**src/rtl/move_sequencer_if.sv**
```systemverilog
// move_sequencer_if: bundles the keypad, VGA sync, legality lookup and status
// signals exchanged between the move sequencer and its surroundings.
interface move_sequencer_if;
  logic [3:0] key_i;
  logic       key_valid_i;
  logic       vsync_i;
  logic       legal_i;
  logic [7:0] cand_pos_o;
  logic [7:0] player_pos_o;
  logic       blank_o;
  logic       move_done_o;
  logic       move_rej_o;
  logic       busy_o;
  logic [2:0] fifo_level_o;
  logic [3:0] drop_cnt_o;

  // Environment side: keypad decoder, VGA timing and legality lookup
  modport master (
    output key_i, key_valid_i, vsync_i, legal_i,
    input  cand_pos_o, player_pos_o, blank_o, move_done_o, move_rej_o,
           busy_o, fifo_level_o, drop_cnt_o
  );

  // Sequencer side
  modport slave (
    input  key_i, key_valid_i, vsync_i, legal_i,
    output cand_pos_o, player_pos_o, blank_o, move_done_o, move_rej_o,
           busy_o, fifo_level_o, drop_cnt_o
  );
endinterface

```
**src/rtl/move_sequencer.sv**
```systemverilog
// move_sequencer: queues direction keys, checks each candidate move against
// the legality lookup, commits at most one move per frame and blanks the
// display for a number of frames after every committed move.
module move_sequencer #(
  parameter logic [7:0] START_POS        = 8'h00,
  parameter int         BLANK_FRAMES     = 2,
  parameter int         FIFO_DEPTH       = 4,
  parameter bit         VSYNC_ACTIVE_LOW = 1'b1,
  parameter logic [3:0] KEY_UP           = 4'h2,
  parameter logic [3:0] KEY_DOWN         = 4'h8,
  parameter logic [3:0] KEY_LEFT         = 4'h4,
  parameter logic [3:0] KEY_RIGHT        = 4'h6
) (
  input  logic            clk_50MHz_i,
  input  logic            rst_sync_ha_i,
  move_sequencer_if.slave bus
);
  localparam int PTR_W = $clog2(FIFO_DEPTH);
  localparam int LVL_W = PTR_W + 1;
  localparam logic [LVL_W-1:0] FULL_LVL   = LVL_W'(FIFO_DEPTH);
  localparam logic [7:0]       BLANK_LOAD = 8'(BLANK_FRAMES);

  typedef enum logic [1:0] {DIR_UP, DIR_DOWN, DIR_LEFT, DIR_RIGHT} dir_t;
  typedef enum logic [2:0] {IDLE, WAIT_FRAME, CHECK, COMMIT, BLANK} state_t;

  state_t state_q, state_d;

  logic             vsync_active, vsync_prev_q, frame_start;
  logic             key_is_dir, push, pop, drop, full;
  dir_t             key_dir;
  dir_t             fifo_mem [FIFO_DEPTH];
  logic [PTR_W-1:0] wr_ptr_q, rd_ptr_q;
  logic [LVL_W-1:0] level_q;
  logic [3:0]       drop_cnt_q;
  logic [7:0]       player_pos_q, cand_pos_q, blank_cnt_q;
  logic             cand_ok_q, blank_q, move_rej_q;
  logic             busy, move_done;

  // Candidate position for one step; MSB flags an in-grid move, and an
  // off-grid step returns the unchanged position (no wrap-around).
  function automatic logic [8:0] step_pos(input logic [7:0] pos, input dir_t dir);
    logic [3:0] row;
    logic [3:0] col;
    logic [8:0] res;
    row = pos[7:4];
    col = pos[3:0];
    res = {1'b0, pos};
    case (dir)
      DIR_UP:    if (row != 4'h0) res = {1'b1, row - 4'd1, col};
      DIR_DOWN:  if (row != 4'hF) res = {1'b1, row + 4'd1, col};
      DIR_LEFT:  if (col != 4'h0) res = {1'b1, row, col - 4'd1};
      default:   if (col != 4'hF) res = {1'b1, row, col + 4'd1};
    endcase
    return res;
  endfunction

  assign vsync_active = VSYNC_ACTIVE_LOW ? ~bus.vsync_i : bus.vsync_i;
  assign frame_start  = vsync_active & ~vsync_prev_q;

  // Remember last vsync level so frame_start fires once per frame
  always_ff @(posedge clk_50MHz_i) begin
    if (rst_sync_ha_i) vsync_prev_q <= 1'b0;
    else               vsync_prev_q <= vsync_active;
  end

  // Map keypad codes to directions; anything else is not a move key
  always_comb begin
    key_is_dir = 1'b1;
    key_dir    = DIR_UP;
    case (bus.key_i)
      KEY_UP:    key_dir = DIR_UP;
      KEY_DOWN:  key_dir = DIR_DOWN;
      KEY_LEFT:  key_dir = DIR_LEFT;
      KEY_RIGHT: key_dir = DIR_RIGHT;
      default:   key_is_dir = 1'b0;
    endcase
  end

  assign full = (level_q == FULL_LVL);
  assign push = bus.key_valid_i & key_is_dir & ~full;
  assign drop = bus.key_valid_i & key_is_dir & full;
  assign pop  = (state_q == WAIT_FRAME) & frame_start;

  // Key queue storage; contents are don't-care until written
  always_ff @(posedge clk_50MHz_i) begin
    if (push) fifo_mem[wr_ptr_q] <= key_dir;
  end

  // Queue pointers, occupancy and saturating drop counter
  always_ff @(posedge clk_50MHz_i) begin
    if (rst_sync_ha_i) begin
      wr_ptr_q   <= '0;
      rd_ptr_q   <= '0;
      level_q    <= '0;
      drop_cnt_q <= '0;
    end else begin
      if (push) wr_ptr_q <= wr_ptr_q + 1'b1;
      if (pop)  rd_ptr_q <= rd_ptr_q + 1'b1;
      case ({push, pop})
        2'b10:   level_q <= level_q + 1'b1;
        2'b01:   level_q <= level_q - 1'b1;
        default: level_q <= level_q;
      endcase
      if (drop && drop_cnt_q != 4'hF) drop_cnt_q <= drop_cnt_q + 4'd1;
    end
  end

  // FSM state register
  always_ff @(posedge clk_50MHz_i) begin
    if (rst_sync_ha_i) state_q <= IDLE;
    else               state_q <= state_d;
  end

  // FSM next-state logic
  always_comb begin
    state_d = state_q;
    case (state_q)
      IDLE:       if (level_q != '0) state_d = WAIT_FRAME;
      WAIT_FRAME: if (frame_start) state_d = CHECK;
      CHECK:      state_d = (cand_ok_q && bus.legal_i) ? COMMIT : IDLE;
      COMMIT:     state_d = (BLANK_FRAMES > 0) ? BLANK : IDLE;
      BLANK:      if (frame_start && blank_cnt_q == 8'd1) state_d = IDLE;
      default:    state_d = IDLE;
    endcase
  end

  // FSM outputs decoded from the current state
  always_comb begin
    busy      = (state_q != IDLE);
    move_done = (state_q == COMMIT);
  end

  // Move datapath: candidate on pop, commit, blanking frames, reject pulse
  always_ff @(posedge clk_50MHz_i) begin
    if (rst_sync_ha_i) begin
      player_pos_q <= START_POS;
      cand_pos_q   <= START_POS;
      cand_ok_q    <= 1'b0;
      blank_q      <= 1'b0;
      blank_cnt_q  <= 8'd0;
      move_rej_q   <= 1'b0;
    end else begin
      move_rej_q <= (state_q == CHECK) && !(cand_ok_q && bus.legal_i);
      if (pop) {cand_ok_q, cand_pos_q} <= step_pos(player_pos_q, fifo_mem[rd_ptr_q]);
      if (state_q == COMMIT) begin
        player_pos_q <= cand_pos_q;
        if (BLANK_FRAMES > 0) begin
          blank_q     <= 1'b1;
          blank_cnt_q <= BLANK_LOAD;
        end
      end
      if (state_q == BLANK && frame_start) begin
        blank_cnt_q <= blank_cnt_q - 8'd1;
        if (blank_cnt_q == 8'd1) blank_q <= 1'b0;
      end
    end
  end

  assign bus.cand_pos_o   = cand_pos_q;
  assign bus.player_pos_o = player_pos_q;
  assign bus.blank_o      = blank_q;
  assign bus.move_done_o  = move_done;
  assign bus.move_rej_o   = move_rej_q;
  assign bus.busy_o       = busy;
  assign bus.fifo_level_o = level_q;
  assign bus.drop_cnt_o   = drop_cnt_q;
endmodule
```
**src/flat_wrapper.sv**
```systemverilog
// flat-port wrapper written by rule: the top's interface ports become plain ports
module move_sequencer_flat 
#(
  parameter logic [7:0] START_POS        = 8'h00,
  parameter int         BLANK_FRAMES     = 2,
  parameter int         FIFO_DEPTH       = 4,
  parameter bit         VSYNC_ACTIVE_LOW = 1'b1,
  parameter logic [3:0] KEY_UP           = 4'h2,
  parameter logic [3:0] KEY_DOWN         = 4'h8,
  parameter logic [3:0] KEY_LEFT         = 4'h4,
  parameter logic [3:0] KEY_RIGHT        = 4'h6
)
  (clk_50MHz_i, rst_sync_ha_i, bus_key_i, bus_key_valid_i, bus_vsync_i, bus_legal_i, bus_cand_pos_o, bus_player_pos_o, bus_blank_o, bus_move_done_o, bus_move_rej_o, bus_busy_o, bus_fifo_level_o, bus_drop_cnt_o);
  move_sequencer_if bus_i ();
  input  logic clk_50MHz_i;
  input  logic rst_sync_ha_i;
  input wire logic [$bits(bus_i.key_i)-1:0] bus_key_i;
  input wire logic [$bits(bus_i.key_valid_i)-1:0] bus_key_valid_i;
  input wire logic [$bits(bus_i.vsync_i)-1:0] bus_vsync_i;
  input wire logic [$bits(bus_i.legal_i)-1:0] bus_legal_i;
  output wire logic [$bits(bus_i.cand_pos_o)-1:0] bus_cand_pos_o;
  output wire logic [$bits(bus_i.player_pos_o)-1:0] bus_player_pos_o;
  output wire logic [$bits(bus_i.blank_o)-1:0] bus_blank_o;
  output wire logic [$bits(bus_i.move_done_o)-1:0] bus_move_done_o;
  output wire logic [$bits(bus_i.move_rej_o)-1:0] bus_move_rej_o;
  output wire logic [$bits(bus_i.busy_o)-1:0] bus_busy_o;
  output wire logic [$bits(bus_i.fifo_level_o)-1:0] bus_fifo_level_o;
  output wire logic [$bits(bus_i.drop_cnt_o)-1:0] bus_drop_cnt_o;
  assign bus_i.key_i = bus_key_i;
  assign bus_i.key_valid_i = bus_key_valid_i;
  assign bus_i.vsync_i = bus_vsync_i;
  assign bus_i.legal_i = bus_legal_i;
  assign bus_cand_pos_o = bus_i.cand_pos_o;
  assign bus_player_pos_o = bus_i.player_pos_o;
  assign bus_blank_o = bus_i.blank_o;
  assign bus_move_done_o = bus_i.move_done_o;
  assign bus_move_rej_o = bus_i.move_rej_o;
  assign bus_busy_o = bus_i.busy_o;
  assign bus_fifo_level_o = bus_i.fifo_level_o;
  assign bus_drop_cnt_o = bus_i.drop_cnt_o;
  move_sequencer #(.START_POS(START_POS), .BLANK_FRAMES(BLANK_FRAMES), .FIFO_DEPTH(FIFO_DEPTH), .VSYNC_ACTIVE_LOW(VSYNC_ACTIVE_LOW), .KEY_UP(KEY_UP), .KEY_DOWN(KEY_DOWN), .KEY_LEFT(KEY_LEFT), .KEY_RIGHT(KEY_RIGHT)) u_core (.clk_50MHz_i(clk_50MHz_i), .rst_sync_ha_i(rst_sync_ha_i), .bus(bus_i));
endmodule
```
**config.mk**
```make
export PLATFORM = sky130hd
export DESIGN_NAME = move_sequencer_flat
export DESIGN_NICKNAME = d
export VERILOG_FILES = /design/src/rtl/move_sequencer_if.sv /design/src/rtl/move_sequencer.sv /design/src/flat_wrapper.sv
export SDC_FILE = /design/constraint.sdc
export NUM_CORES = 1
export LEC_CHECK = 0
export ABC_AREA = 1
export ABC_CLOCK_PERIOD_IN_PS = 2800
export BUFFER_PORTS_ARGS = -buffer_cell sky130_fd_sc_hd__buf_4
export CORE_AREA = 2 2 140 74
export DETAILED_ROUTE_END_ITERATION = 10
export DIE_AREA = 0 0 142 76
export SETUP_SLACK_MARGIN = 0.2
export SYNTH_ARGS = -nofsm -noshare
export SYNTH_HDL_FRONTEND = slang
export SYNTH_SLANG_ARGS = --single-unit
```
**constraint.sdc**
```tcl
create_clock -name clk_50MHz_i -period 2.8 [get_ports clk_50MHz_i]
set_input_delay 0.42 -clock clk_50MHz_i [delete_from_list [all_inputs] [get_ports clk_50MHz_i]]
set_output_delay 0.42 -clock clk_50MHz_i [all_outputs]
set_load 0.01 [all_outputs]
```
==> impl_summary.txt, run 1 <==
----------------------------------------------------
[Outcome]
  Status ... completed

[Synthesis]
  Area of the mapped netlist ... 0.00278 mm²
  Number of distinct library cells after synthesis ... 39
  Leading cell type by number of instances after synthesis ... sky130_fd_sc_hd__nand2_1
  Share of synthesized area occupied by flip-flops and latches ... 0.404
  Yosys warns ... 0
  Share of synthesized registers carrying an async set or reset ... 0
  Synthesized area per cell ... 7.65 µm²
  Count of mapped cells out of synthesis ... 363
  Post-synthesis sequential element count ... 52
  Top flip-flop cell by instance count after synthesis ... sky130_fd_sc_hd__dfxtp_1
  Syn_nets ... 385
  Share of the synthesized area in the top cell type ... 0.317
  Area leader, netlist ... sky130_fd_sc_hd__dfxtp_1
  Number of synthesized flops with an enable pin ... 8
  Most frequent cells after synthesis ... sky130_fd_sc_hd__nand2_1, sky130_fd_sc_hd__dfxtp_1, sky130_fd_sc_hd__inv_1, sky130_fd_sc_hd__a21oi_1
  Synth top area cells ... sky130_fd_sc_hd__dfxtp_1, sky130_fd_sc_hd__edfxtp_1, sky130_fd_sc_hd__nand2_1, sky130_fd_sc_hd__inv_1, sky130_fd_sc_hd__a21oi_1

[Placement]
  Placed standard-cell area ... 0.00316 mm²
  Final GP Congestion ... 0.843
  Number of port buffers ... 35
  Pre-CTS setup slack ... 0.348 ns
  Total instance count after detailed placement ... 517
  Detailed placement HPWL ... 4.92 mm

[GRT]
  Global-route wire length before repair ... 11.1 mm
  Pin count of the biggest net entering global routing ... 28
  Met1 Track Usage GR ... 0.197
  Layer with the highest usage ... met1
  Met2 demand-to-capacity share in global routing ... 0.169
  Via count of the first global-routing pass ... 2250
  Global router's overall resource usage ... 0.129
  Antenna violations before repair ... 0
  Overflow left after global routing ... 0
  Met3 Use GR ... 0.0396

[Run]
  Number of maximum-capacitance constraint violations ... 0

[Floorplanning]
  Placement row count ... 26
  Area of the die ... 0.0108 mm²
  Die X ... 142 µm
  Initial standard-cell utilization of the core ... 0.285
  Num ports ... 36
  Chip height ... 76 µm
  Area of the core ... 0.00973 mm²

[Timing]
  Final sum of negative setup slack ... 0 ns
  Post-layout min period ... 2.16 ns
  Number of failing setup endpoints in the final timing report ... 0
  Upper clock frequency limit ... 463 MHz
  Hold violation total from the final report ... 0
  Worst rel slew slack ... 0.476
  Setup ws final ... 0.642 ns
  Worst-Margin Slew ... 0.785 ns
  RSZ-0062 raised after global routing ... no
  Clock Skews ... 0.00465 ns
  Fraction of the cycle the final worst path needs ... 0.771
  Final max-slew violation count ... 0

[Final layout]
  Storage cell area ... 0.00112 mm²
  Fraction of layout instances using a drive strength above 1 ... 0.195
  Final nets ... 420
  Final Instance Count excl. Fillers ... 525
  Filler cell count in the final layout ... 1012
  Summed area of non-filler cells in the final layout ... 0.00331 mm²
  Antenna Diode Count ... 0
  Area growth, synth to finish ... 19.1%
  Area of the multi-input gates ... 0.00142 mm²

[CTS]
  Clk buf depth ... 2
  Number of H-tree levels ... 2
  Post-CTS Hold Buffers ... 0
  Clock sinks ... 52
  Clock insertion delay at the later pin of the skew report ... 0.30 ns
  Clock root buffer master ... sky130_fd_sc_hd__clkbuf_16
  TritonCTS clock tree ... done
  Buffers inserted during post-CTS setup optimization ... 0
  Post-cts repair resize count ... 0
  CTS buffer count ... 5
  Clock transition at the register clock pins on the worst setup and hold paths after CTS ... 0.07 ns

[Drt]
  Detail Route Antenna Nets ... 0
  Avg Vias per Cell ... 4.58
  Detailed-router iteration count before antenna repair ... 4
  Drt first-iter violations ... 148
  Final wirelength ... 6.56 mm
  Post-route DRC ... 0
  Average routed wire per standard cell ... 12.5 µm
  Overall via count from detail_route ... 2405

[Critical path]
  Category of the critical setup timing path ... in -> reg
  Sort of element at the start of the critical path ... primary input
  CP Data Required Time ... 3.03 ns
  Nature of the critical path endpoint ... register
  Worst EP arrival ... 2.39 ns
  Max FO, Critical Path ... 9

[Pwr]
  Total power of the final layout ... 0.00204 W
  Peak supply drop ... 0.000254 V
  Cell Pwr Density ... 618 mW/mm²
  P_leak ... 1.46 nW

[Worst hold path]
  HP Class ... in -> reg

----------------------------------------------------
flip-flops by register name, indices dropped and copies added, names as in the netlist, named ones only:
name and count:
u_core.bus.move_rej_o 1, u_core.bus.drop_cnt_o 4, u_core.cand_ok_q 1, u_core.bus.fifo_level_o 3, u_core.vsync_prev_q 1, u_core.blank_cnt_q 8, u_core.state_q 3, u_core.bus.player_pos_o 8
u_core.bus.blank_o 1, u_core.fifo_mem 8, u_core.wr_ptr_q 2, u_core.rd_ptr_q 2, u_core.bus.cand_pos_o 8
final cells by class:
type                    instances  share of cell area
multi-input cells             254               0.430
well taps                     126              0.0477
flip-flops and latches         52               0.339
clock inverters                 3             0.00643
clock buffers                   5              0.0379
inverters                      48              0.0545
repair buffers                 37              0.0840
per-stage QoR:
step | utilization | hold slack [ns]
2_1_floorplan | - | 0.424
3_3_place_gp | 0.325 | 0.442
3_5_place_dp | 0.325 | 0.447
4_1_cts | 0.340 | 0.273
5_1_grt | 0.340 | 0.273
6_report | 0.340 | 0.282
power breakdown:
| group | total [W] | internal [W] | switching, W |
|---|---|---|---|
| registers | 0.000888 | 0.000820 | 0.0000681 |
| clock network | 0.000620 | 0.000333 | 0.000286 |
| logic | 0.000536 | 0.000206 | 0.000330 |
cells in the final DEF, fill, tap and decap left out, types with 4 or more instances in the layout:
cell type,instances
sky130_fd_sc_hd__a21oi_1,31
sky130_fd_sc_hd__buf_4,37
sky130_fd_sc_hd__clkbuf_16,5
sky130_fd_sc_hd__dfxtp_1,44
sky130_fd_sc_hd__edfxtp_1,8
sky130_fd_sc_hd__ha_1,12
sky130_fd_sc_hd__inv_1,42
sky130_fd_sc_hd__inv_2,6
sky130_fd_sc_hd__nand2_1,63
sky130_fd_sc_hd__nand2_2,9
sky130_fd_sc_hd__nand3_1,28
sky130_fd_sc_hd__nand3_2,4
sky130_fd_sc_hd__nand4_1,5
sky130_fd_sc_hd__nor2_1,27
sky130_fd_sc_hd__nor3_1,4
sky130_fd_sc_hd__o21ai_0,28
sky130_fd_sc_hd__o21ai_1,9
kinds of logic after synthesis:
group	synth area share
AND/OR/NAND/NOR	0.271
AO/OA/AOI/OAI	0.165
buffers and inverters	0.0834
flip-flops	0.404
adder cells (fa/ha/maj)	0.0613
XOR/XNOR	0.0158
path summary, 6_finish.rpt:
| path | slack [ns] | cells past startpoint | end | start |
|---|---|---|---|---|
| max | 0.64 | 12 | u_core.bus.fifo_level_o[2]$_SDFFE_PP0P_ | bus_key_i[1] |
| min | 0.28 | 2 | u_core.vsync_prev_q$_SDFF_PP0_ | bus_vsync_i |
| max reg2reg | 0.78 | 9 | u_core.bus.fifo_level_o[2]$_SDFFE_PP0P_ | u_core.bus.fifo_level_o[0]$_SDFFE_PP0P_ |
| min reg2reg | 0.46 | 1 | u_core.blank_cnt_q[7]$_SDFFE_PP0P_ | u_core.blank_cnt_q[7]$_SDFFE_PP0P_ |
per-layer routing:
layer | wire, µm | vias up | part of all wire
met1 | 3600 | 1059 | 0.55
met3 | 394 | 2 | 0.060
met4 | 23 | 0 | 0.0035
met5 | 0 | - | 0
li1 | - | 1284 | -
met2 | 2550 | 60 | 0.39
worst max-delay path, cell delays in order:
cell and delay [ns]:
sky130_fd_sc_hd__buf_4 0.11, sky130_fd_sc_hd__nor2_1 0.12, sky130_fd_sc_hd__nand3_1 0.11, sky130_fd_sc_hd__o21ai_0 0.11, sky130_fd_sc_hd__and2_1 0.18, sky130_fd_sc_hd__nand2_1 0.17
sky130_fd_sc_hd__ha_1 0.28, sky130_fd_sc_hd__fa_1 0.39, sky130_fd_sc_hd__a21oi_1 0.15, sky130_fd_sc_hd__o21a_1 0.14, sky130_fd_sc_hd__o21ai_0 0.07, sky130_fd_sc_hd__a21oi_1 0.14
(Power assumes the default switching activity.)
==> run 2: changes to the inputs <==
--- a/config.mk
+++ b/config.mk
@@ -5,12 +5,12 @@
 export SDC_FILE = /design/constraint.sdc
 export NUM_CORES = 1
 export LEC_CHECK = 0
-export ABC_AREA = 1
-export ABC_CLOCK_PERIOD_IN_PS = 2800
+export ABC_AREA = 0
+export ABC_CLOCK_PERIOD_IN_PS = 1900
 export BUFFER_PORTS_ARGS = -buffer_cell sky130_fd_sc_hd__buf_4
-export CORE_AREA = 2 2 140 74
+export CORE_AREA = 2 2 138 73
 export DETAILED_ROUTE_END_ITERATION = 10
-export DIE_AREA = 0 0 142 76
+export DIE_AREA = 0 0 140 75
 export SETUP_SLACK_MARGIN = 0.2
 export SYNTH_ARGS = -nofsm -noshare
 export SYNTH_HDL_FRONTEND = slang
==> constraint.sdc (replaced) <==
create_clock -name clk_50MHz_i -period 1.9 [get_ports clk_50MHz_i]
set_input_delay 0.285 -clock clk_50MHz_i [delete_from_list [all_inputs] [get_ports clk_50MHz_i]]
set_output_delay 0.285 -clock clk_50MHz_i [all_outputs]
set_load 0.01 [all_outputs]
==> impl_summary.txt, run 2 <==
----------------------------------------------------
[CTS]
  Clock root buffer master ... sky130_fd_sc_hd__clkbuf_16 (unchanged)
  Clock sinks ... 52 (unchanged)
  TritonCTS clock tree ... done (unchanged)
  CTS buffer count ... 5 (unchanged)
  Number of H-tree levels ... 2 (unchanged)
  Clk buf depth ... 2 (unchanged)
  Clock transition at the register clock pins on the worst setup and hold paths after CTS ... 0.07 ns (about the same)
  Clock insertion delay at the later pin of the skew report ... 0.30 ns (about the same)

[Timing]
  Worst-Margin Slew ... 0.515 ns (was 0.785 ns)
  Hold violation total from the final report ... 0 (unchanged)
  Number of failing setup endpoints in the final timing report ... 0 (unchanged)
  Final max-slew violation count ... 0 (unchanged)
  Final sum of negative setup slack ... 0 ns (unchanged)
  RSZ-0062 raised after global routing ... yes (was no)
  Hold Worst Slack ... 0.182 ns (was 0.282 ns)
  Clock Skews ... 0.00516 ns (was 0.00465 ns)
  Post-layout min period ... 1.87 ns
  Worst rel slew slack ... 0.656 (was 0.476)
  Fraction of the cycle the final worst path needs ... 0.984
  Upper clock frequency limit ... 535 MHz

[Final layout]
  Commonest cells after routing, fill and taps aside ... sky130_fd_sc_hd__buf_4, sky130_fd_sc_hd__dfxtp_1, sky130_fd_sc_hd__nand2_1, sky130_fd_sc_hd__nor2_1, sky130_fd_sc_hd__a21oi_1 (was sky130_fd_sc_hd__nand2_1, sky130_fd_sc_hd__dfxtp_1, sky130_fd_sc_hd__inv_1, sky130_fd_sc_hd__buf_4, sky130_fd_sc_hd__a21oi_1)
  Final Util ... 0.415 (was 0.340)
  Antenna Diode Count ... 0 (unchanged)
  Area growth, synth to finish ... 40.6% (was 19.1%)
  Final nets ... 400 (was 420)
  Most common cell after layout, fill and taps aside ... sky130_fd_sc_hd__buf_4 (was sky130_fd_sc_hd__nand2_1)
  Fraction of layout instances using a drive strength above 1 ... 0.372 (was 0.195)

[Drt]
  Detailed-router iteration count before antenna repair ... 8 (was 4)
  Detail Route Antenna Nets ... 0 (unchanged)
  Post-route DRC ... 2 (was 0)
  Drt first-iter violations ... 186 (was 148)
  Average routed wire per standard cell ... 14.8 µm (was 12.5 µm)
  Final wirelength ... 7.38 mm (was 6.56 mm)
  Avg Vias per Cell ... 5.00 (was 4.58)
  Overall via count from detail_route ... 2501 (was 2405)

[Synthesis]
  Share of synthesized area occupied by flip-flops and latches ... 0.411 (was 0.404)
  Number of distinct library cells after synthesis ... 57 (was 39)
  Share of the synthesized area in the top cell type ... 0.323 (was 0.317)
  Synth top area cells ... sky130_fd_sc_hd__dfxtp_1, sky130_fd_sc_hd__edfxtp_1, sky130_fd_sc_hd__ha_1, sky130_fd_sc_hd__nor2_1, sky130_fd_sc_hd__nand2_1 (was sky130_fd_sc_hd__dfxtp_1, sky130_fd_sc_hd__edfxtp_1, sky130_fd_sc_hd__nand2_1, sky130_fd_sc_hd__inv_1, sky130_fd_sc_hd__a21oi_1)
  Area leader, netlist ... sky130_fd_sc_hd__dfxtp_1 (unchanged)
  Yosys warns ... 0 (unchanged)
  Most frequent cells after synthesis ... sky130_fd_sc_hd__dfxtp_1, sky130_fd_sc_hd__nor2_1, sky130_fd_sc_hd__nand2_1, sky130_fd_sc_hd__a21oi_1 (was sky130_fd_sc_hd__nand2_1, sky130_fd_sc_hd__dfxtp_1, sky130_fd_sc_hd__inv_1, sky130_fd_sc_hd__a21oi_1)
  Count of mapped cells out of synthesis ... 307 (was 363)
  Number of synthesized flops with an enable pin ... 8 (unchanged)
  Area of the mapped netlist ... 0.00273 mm² (was 0.00278 mm²)
  Share of synthesized registers carrying an async set or reset ... 0 (unchanged)
  Leading cell type by number of instances after synthesis ... sky130_fd_sc_hd__dfxtp_1 (was sky130_fd_sc_hd__nand2_1)
  Syn_nets ... 329 (was 385)
  Synthesized area per cell ... 8.88 µm² (was 7.65 µm²)
  Post-synthesis sequential element count ... 52 (unchanged)
  Top flip-flop cell by instance count after synthesis ... sky130_fd_sc_hd__dfxtp_1 (unchanged)

[GRT]
  Via count of the first global-routing pass ... 2390 (was 2250)
  Antenna violations before repair ... 0 (unchanged)
  Pin count of the biggest net entering global routing ... 44 (was 28)
  Global router's overall resource usage ... 0.147 (was 0.129)
  Global-route wire length before repair ... 12.1 mm (was 11.1 mm)
  Overflow left after global routing ... 0 (unchanged)

[Outcome]
  Violations in the final reports ... DRC
  Status ... finished with violations (was completed)

[Floorplanning]
  Area of the die ... 0.0105 mm² (was 0.0108 mm²)
  Placement row count ... 25 (was 26)
  Die X ... 140 µm (was 142 µm)
  Num ports ... 36 (unchanged)
  Initial standard-cell utilization of the core ... 0.295 (was 0.285)
  Chip height ... 75 µm (was 76 µm)
  Area of the core ... 0.00923 mm² (was 0.00973 mm²)

[Critical path]
  CP Data Required Time ... 2.11 ns (was 3.03 ns)
  Sort of element at the start of the critical path ... register (was primary input)
  Nature of the critical path endpoint ... register (unchanged)
  Worst-case register-to-register setup slack ... 0.03 ns (was 0.78 ns)
  Max FO, Critical Path ... 5 (was 9)
  Worst EP arrival ... 2.08 ns (was 2.39 ns)
  Category of the critical setup timing path ... reg -> reg (was in -> reg)

[Run]
  Number of maximum-capacitance constraint violations ... 0 (unchanged)

[Pwr]
  Peak supply drop ... 0.000362 V (was 0.000254 V)
  P_leak ... 1.47 nW (was 1.46 nW)
  Cell Pwr Density ... 870 mW/mm² (was 618 mW/mm²)

[Worst hold path]
  HP Class ... in -> reg (unchanged)

[Placement]
  Detailed placement HPWL ... 5.00 mm (was 4.92 mm)
  Final GP Congestion ... 0.818 (was 0.843)
  Number of port buffers ... 35 (unchanged)

----------------------------------------------------
-- run 2: cell types whose count changed after synthesis, moves of 7 or more --
| cell | delta |
|---|---|
| sky130_fd_sc_hd__clkbuf_1 | +8 |
| sky130_fd_sc_hd__o21ai_1 | -9 |
| sky130_fd_sc_hd__nand2_2 | -9 |
| sky130_fd_sc_hd__nand2_1 | -34 |
| sky130_fd_sc_hd__mux2i_1 | +10 |
| sky130_fd_sc_hd__o21ai_0 | -19 |
| sky130_fd_sc_hd__a21oi_1 | -11 |
| sky130_fd_sc_hd__nor3_1 | +7 |
| sky130_fd_sc_hd__inv_1 | -28 |
| sky130_fd_sc_hd__nand3_1 | -14 |
-- run 2: kinds of logic after synthesis --
group           after synthesis  synth area share
compound gates               55             0.135
xor+xnor                     11            0.0354
fa+ha+maj                    13            0.0624
buf+inv                      31            0.0450
flops                        52             0.411
mux                          16            0.0657
simple gates                129             0.245
-- run 2: path summary, 6_finish.rpt --
kind | from | cells after the start | to
worst min-delay path | bus_vsync_i | 2 | u_core.vsync_prev_q$_SDFF_PP0_
worst min register to register | u_core.bus.cand_pos_o[6]$_SDFFE_PP0P_ | 2 | u_core.bus.player_pos_o[6]$_SDFFE_PP0P_
worst max register to register | u_core.fifo_mem[3][0]$_DFFE_PP_ | 4 | u_core.bus.cand_pos_o[2]$_SDFFE_PP0P_
worst max-delay path | u_core.fifo_mem[3][0]$_DFFE_PP_ | 4 | u_core.bus.cand_pos_o[2]$_SDFFE_PP0P_
-- run 2: layout make-up --
type                            count  area (µm²)
Clock buffer                        5         125
Clock inverter                      3        90.1
Fill cell                         908        5400
Inverter                           15        56.3
Multi-Input combinational cell    225        1660
Sequential cell                    52        1140
Tap cell                          121         151
Timing Repair Buffer               79         612
-- run 2: per-layer routing --
metal / GRT usage / vias up / share of wire
met2: 0.221 / 59 / 0.41
li1: - / 1245 / -
met5: 0 / - / 0
met1: 0.206 / 1183 / 0.51
met3: 0.0426 / 14 / 0.062
met4: 0.0471 / 0 / 0.016
-- run 2: through the flow --
stage | power (W) | cells | area, µm² | setup WS, ns
3_3_place_gp | 0.00187 | 474 | 3330 | -0.109
4_1_cts | 0.00330 | 493 | 3690 | 0.0384
6_report | 0.00333 | 500 | 3830 | 0.0308
5_1_grt | 0.00348 | 500 | 3830 | -0.0138
2_1_floorplan | 0.00166 | 307 | 2820 | -0.144
3_5_place_dp | 0.00189 | 474 | 3330 | -0.185
-- run 2: report_power, final --
group,switching (W),internal [W],leakage (nW)
logic,0.000359,0.000396,0.931
clock network,0.000428,0.000888,0.104
registers,0.0000733,0.00119,0.436
-- run 2: what timing repair did --
action / in CTS / in global routing
endpoints found under the hold margin: 0 / 0
cloned: 1 / 0
resized for setup: 17 / 24
pin swaps: 14 / 12
setup endpoints to repair: 13 / 18
hold buffers: 0 / 0
buffers inserted: 10 / 7
-- run 2: critical path, cell delays in order, from the launching register on --
cell	delay, ns
sky130_fd_sc_hd__edfxtp_1	0.44
sky130_fd_sc_hd__mux4_2	0.58
sky130_fd_sc_hd__nor2b_1	0.16
sky130_fd_sc_hd__or4_1	0.40
sky130_fd_sc_hd__a311oi_1	0.21
